### config.mk
export PLATFORM = sky130hd
export DESIGN_NAME = vga_plot_arbiter
export DESIGN_NICKNAME = d
export VERILOG_FILES = /design/src/rtl/vga_plot_arbiter.sv
export SDC_FILE = /design/constraint.sdc
export NUM_CORES = 1
export LEC_CHECK = 0
export CORE_UTILIZATION = 33
export CTS_CLUSTER_DIAMETER = 100
export DETAILED_ROUTE_END_ITERATION = 8
export PLACE_DENSITY = 0.75
export RECOVER_POWER = 50
export SETUP_SLACK_MARGIN = 0.5
export SLEW_MARGIN = 5
export SYNTH_ARGS = -nofsm -noshare
export SYNTH_HDL_FRONTEND = slang
export SYNTH_SLANG_ARGS = --single-unit
### constraint.sdc
create_clock -name CLOCK_50 -period 1.4 [get_ports CLOCK_50]
set_clock_uncertainty 0.1 [all_clocks]
set_input_delay 0.28 -clock CLOCK_50 [delete_from_list [all_inputs] [get_ports CLOCK_50]]
set_output_delay 0.28 -clock CLOCK_50 [all_outputs]
set_load 0.05 [all_outputs]
### src/rtl/vga_plot_arbiter.sv
// vga_plot_arbiter
// ----------------
// Shares the single vga_adapter plot port among three pixel requesters
// (0: init_screen, 1: game_plot, 2: score/game-over overlay writer).
// A requester raises req[i] and holds it for its whole burst. Once it is
// granted, every cycle with plot[i] & gnt[i] high is an accepted pixel.
// Accepted pixels are registered toward the adapter with one cycle of latency.
//
// Parameters
//   ROUND_ROBIN  0: fixed priority 0 > 1 > 2
//                1: rotating priority, search starts after the last owner
//   MAX_BURST    accepted-pixel limit per grant while another requester
//                is waiting; 0 means unlimited
//
// Ports
//   CLOCK_50              in   system clock
//   rst_n                 in   synchronous, active-low reset
//   req[2:0]              in   per-requester ownership request
//   plot[2:0]             in   per-requester pixel valid
//   x0..x2 / y0..y2 / c0..c2  in   per-requester pixel x (8b), y (7b), colour (3b)
//   gnt[2:0]              out  registered grant, one-hot or zero
//   owner[1:0]            out  current owner index, 3 when none
//   busy                  out  high while a grant is held
//   vga_plot/x/y/colour   out  registered pixel toward vga_adapter
module vga_plot_arbiter #(
    parameter int          ROUND_ROBIN = 0,
    parameter logic [15:0] MAX_BURST   = 16'd0
) (
    input  logic       CLOCK_50,
    input  logic       rst_n,
    input  logic [2:0] req,
    input  logic [2:0] plot,
    input  logic [7:0] x0,
    input  logic [7:0] x1,
    input  logic [7:0] x2,
    input  logic [6:0] y0,
    input  logic [6:0] y1,
    input  logic [6:0] y2,
    input  logic [2:0] c0,
    input  logic [2:0] c1,
    input  logic [2:0] c2,
    output logic [2:0] gnt,
    output logic [1:0] owner,
    output logic       busy,
    output logic       vga_plot,
    output logic [7:0] vga_x,
    output logic [6:0] vga_y,
    output logic [2:0] vga_colour
);

    typedef enum logic {
        IDLE = 1'b0,
        OWN  = 1'b1
    } state_t;

    state_t      state, state_nxt;
    logic [2:0]  gnt_nxt;
    logic [1:0]  owner_nxt;
    logic [1:0]  last_owner, last_owner_nxt;
    logic [15:0] burst_cnt, burst_cnt_nxt;

    logic [1:0]  search_start;
    logic [1:0]  winner;
    logic        accept_p0;
    logic        owner_req;
    logic        others_waiting;
    logic        burst_full;
    logic [7:0]  x_p0;
    logic [6:0]  y_p0;
    logic [2:0]  c_p0;

    // First requester found walking start, start+1, start+2 (mod 3);
    // 3 when no request is raised.
    function automatic logic [1:0] pick_winner(input logic [2:0] r,
                                               input logic [1:0] start);
        int idx;
        pick_winner = 2'd3;
        // Walk backwards so the earliest position in the search order wins.
        for (int k = 2; k >= 0; k--) begin
            idx = (int'(start) + k) % 3;
            if (r[idx]) pick_winner = idx[1:0];
        end
    endfunction

    // Saturating increment: the counter never wraps back through zero.
    function automatic logic [15:0] burst_inc(input logic [15:0] cnt);
        burst_inc = (cnt == 16'hFFFF) ? cnt : cnt + 16'd1;
    endfunction

    always_comb begin
        if (ROUND_ROBIN != 0)
            search_start = (last_owner == 2'd2) ? 2'd0 : last_owner + 2'd1;
        else
            search_start = 2'd0;
    end

    assign winner         = pick_winner(req, search_start);
    // gnt is one-hot or zero, so these reduce to the owner's own signals.
    assign accept_p0      = |(plot & gnt);
    assign owner_req      = |(req & gnt);
    assign others_waiting = |(req & ~gnt);
    assign burst_full     = (MAX_BURST != 16'd0) && (burst_inc(burst_cnt) == MAX_BURST);
    assign busy           = (state == OWN);

    always_comb begin
        state_nxt      = state;
        gnt_nxt        = gnt;
        owner_nxt      = owner;
        last_owner_nxt = last_owner;
        burst_cnt_nxt  = burst_cnt;
        case (state)
            IDLE: begin
                if (|req) begin
                    state_nxt     = OWN;
                    gnt_nxt       = 3'b001 << winner;
                    owner_nxt     = winner;
                    burst_cnt_nxt = 16'd0;
                end
            end
            OWN: begin
                if (!owner_req) begin
                    state_nxt      = IDLE;
                    gnt_nxt        = 3'b000;
                    owner_nxt      = 2'd3;
                    last_owner_nxt = owner;
                end else if (accept_p0) begin
                    if (burst_full) begin
                        if (others_waiting) begin
                            state_nxt      = IDLE;
                            gnt_nxt        = 3'b000;
                            owner_nxt      = 2'd3;
                            last_owner_nxt = owner;
                        end else begin
                            // Nobody waiting: start a fresh burst, keep the grant.
                            burst_cnt_nxt = 16'd0;
                        end
                    end else begin
                        burst_cnt_nxt = burst_inc(burst_cnt);
                    end
                end
            end
            default: begin
                state_nxt = IDLE;
                gnt_nxt   = 3'b000;
                owner_nxt = 2'd3;
            end
        endcase
    end

    always_comb begin
        case (owner)
            2'd0:    begin x_p0 = x0; y_p0 = y0; c_p0 = c0; end
            2'd1:    begin x_p0 = x1; y_p0 = y1; c_p0 = c1; end
            2'd2:    begin x_p0 = x2; y_p0 = y2; c_p0 = c2; end
            default: begin x_p0 = 8'd0; y_p0 = 7'd0; c_p0 = 3'd0; end
        endcase
    end

    // Stage boundary: arbitration state and accepted pixel -> adapter register
    always_ff @(posedge CLOCK_50) begin
        if (!rst_n) begin
            state      <= IDLE;
            gnt        <= 3'b000;
            owner      <= 2'd3;
            last_owner <= 2'd2;
            burst_cnt  <= 16'd0;
            vga_plot   <= 1'b0;
            vga_x      <= 8'd0;
            vga_y      <= 7'd0;
            vga_colour <= 3'd0;
        end else begin
            state      <= state_nxt;
            gnt        <= gnt_nxt;
            owner      <= owner_nxt;
            last_owner <= last_owner_nxt;
            burst_cnt  <= burst_cnt_nxt;
            vga_plot   <= accept_p0;
            if (accept_p0) begin
                vga_x      <= x_p0;
                vga_y      <= y_p0;
                vga_colour <= c_p0;
            end
        end
    end

endmodule

==> results.sh <==
export IMPL_area_growth_syn_to_layout_pct=113.6
export IMPL_layout_common_cells="clkdlybuf4s50_1, buf_12, mux2_4, a221o_1, o211a_1"
export IMPL_antenna_found_initial=0
export IMPL_critical_path_max_fanout=10
export IMPL_ff2ff_path_depth=4
export IMPL_seq_area_um2=548.0
export IMPL_grt_pass1_vias=1590
export IMPL_die_area_um2=4410
export IMPL_status="finished with violations"
export IMPL_synth_seq_cells=25
export IMPL_startpoint_type="register"
export IMPL_clk_pin_slew_ns=0.09
export IMPL_syn_area_um2=1369
export IMPL_synth_distinct_cells=27
export IMPL_peakVddDrop_mv=0.6129
export IMPL_worst_pin_slew_ns=0.3236
export IMPL_coreArea_um2=4000
export IMPL_violations="setup timing"
export IMPL_layout_nets=287
export IMPL_cts_hold_buffers_added=0
export IMPL_r2r_setup_slack_ns=-0.08
export IMPL_gp_congestion=0.7922
export IMPL_portBuffers=86
export IMPL_slew_headroom_pct=78.39
export IMPL_synthesis_nets=185
export IMPL_hold_path_class="primary input to register"
export IMPL_arrival_ns=1.55
export IMPL_required_ns=1.47
export IMPL_dp_worst_setup_slack_ns=-0.4371
export IMPL_pwr_density_cell_nw_per_um2=862.8
export IMPL_fin_util_pct=73.10
export IMPL_synth_edf_count=0
export IMPL_slew_violations=0
export IMPL_drive_above_1_share_pct=46.88
export IMPL_setup_violations=19
export IMPL_cp_startpoint="owner[0]"
export IMPL_multi_input_area_um2=875.8
export IMPL_ant_nets=0
export IMPL_r2r_end="vga_x[0]"
export IMPL_dr_pass1_iters=4
export IMPL_syn_inst=123
export IMPL_total_power_uw=2523
export IMPL_die_y_um=66.41
export IMPL_overflow=0
export IMPL_grt_pass1_wl_um=7700
export IMPL_grt_max_degree=20
export IMPL_drv_cap=0
export IMPL_postSynthAreaPerCell_um2=11.13
export IMPL_cts_max_path_buffers=2
export IMPL_io_pins=87
export IMPL_leakage_uw=0.001425
export IMPL_fillers=269
export IMPL_fin_ws_ns=-0.07654
export IMPL_wl_per_cell_um=18.87
export IMPL_rsz0062_at_grt="true"
export IMPL_insertion_delay_ns=0.28
export IMPL_initial_core_util_pct=34.22
export IMPL_fmaxAchievable_mhz=677.3
export IMPL_period_share_pct=105.5
export IMPL_layout_cells_most_common="clkdlybuf4s50_1"
export IMPL_dpl_hpwl_um=3617
export IMPL_hold_violations=0
export IMPL_cts_tree="done"
export IMPL_route_detailed_drc=0
export IMPL_hold_slack_ns=0.3184
export IMPL_synth_seq_area_share_pct=36.56
export IMPL_crit_end="vga_x[0]"
export IMPL_clockRootBuffer="clkbuf_8"
export IMPL_drt_iter0_markers=62
export IMPL_via_per_inst=5.383
export IMPL_r2r_start="owner[0]"
export IMPL_numClockSinks=25
export IMPL_ys_warn_count=0
export IMPL_final_setup_tns_ns=-1.024
export IMPL_drt_total_wl_um=5171
export IMPL_cts_buffers=3
export IMPL_htreeDepth=1
export IMPL_die_w_um=66.41
export IMPL_path_class="register to register"
export IMPL_finalCriticalPeriod_ns=1.477
export IMPL_grt_usage_pct=24.05
export IMPL_diodes=0
export IMPL_num_vias=1475
export IMPL_async_flop_share_pct=0
export IMPL_cp_end_kind="register"
export IMPL_num_rows=23
export IMPL_ys_flop_type="dfxtp_1"
[report_power, final]
part / switching [µW] / total (µW) / internal (µW)
registers: 76.3 / 864 / 787
logic: 525 / 1210 / 687
clock network: 247 / 447 / 200
total: 848 / 2520 / 1670
[synthesized netlist by cell type, types with 2 or more instances]
library cell	count	area [µm²]
dfxtp_1	25	500.5
a221o_1	18	180.2
o211a_1	18	180.2
mux2_2	9	101.4
mux2_4	9	135.1
nor2b_1	5	31.28
clkbuf_1	4	15.01
o21ai_0	4	20.02
buf_2	3	15.01
inv_1	3	11.26
nand2_1	3	11.26
o22ai_1	3	18.77
a21bo_2	2	20.02
a21oi_1	2	10.01
buf_4	2	15.01
nor2_1	2	7.510
[critical path, stage by stage (launching register included)]
cell and delay [ns]:
dfxtp_4 0.38, buf_12 0.14, mux2_4 0.31, a221o_1 0.30, o211a_1 0.14
[area by class of cell]
cell class / count / share of cell area (%)
multi-input cells: 83 / 29.95
clock buffers: 3 / 1.412
inverters: 4 / 0.5563
well taps: 50 / 2.139
clock inverters: 1 / 0.1712
flip-flops and latches: 25 / 18.74
repair buffers: 108 / 47.03
[per-stage QoR]
stage	std cells	area (µm²)
final	274	2924
after global routing	274	2924
after CTS	274	2884
after detailed placement	260	2635
after global placement	260	2635
after floorplan	123	1433
[flip-flops by register name, summed over array words and instances, names as in the netlist]
register and count:
gnt 3, owner 2, busy 1, vga_plot 1
vga_colour 3, vga_y 7, vga_x 8
[worst min-delay path by stage]
| stage | slack (ns) | depth (start not counted) | endpoint | start |
|---|---|---|---|---|
| after CTS | 0.40 | 3 | gnt[1] | req[0] |
| final | 0.32 | 3 | gnt[0] | rst_n |
| after floorplan | 0.28 | 1 | gnt[1] | req[0] |
| after detailed placement | 0.41 | 1 | vga_y[3] | vga_y[3] |
| after global placement | 0.41 | 1 | vga_y[0] | vga_y[0] |
| after global routing | 0.34 | 3 | busy | rst_n |
[layer usage]
metal / global-route usage [%] / part of all wire [%]
met5: 0 / 0
met4: 13.56 / 3.2
met3: 5.000 / 4.5
met2: 44.77 / 55
met1: 24.56 / 38
[kinds of logic after synthesis]
group                  after synthesis  synth area share, %
AO/OA/AOI/OAI                       52                34.55
flip-flops                          25                36.56
multiplexers                        18                17.28
buffers and inverters               15                6.671
AND/OR/NAND/NOR                     13                4.936
[what timing repair did]
item                                    in CTS  in global routing
endpoints found under the setup margin      50                 50
gates resized for setup                     42                  7
pin swaps                                    8                  3
gates cloned                                 3                  0
buffers inserted                             7                  0
No activity file was read; power rests on OpenSTA's default activity.
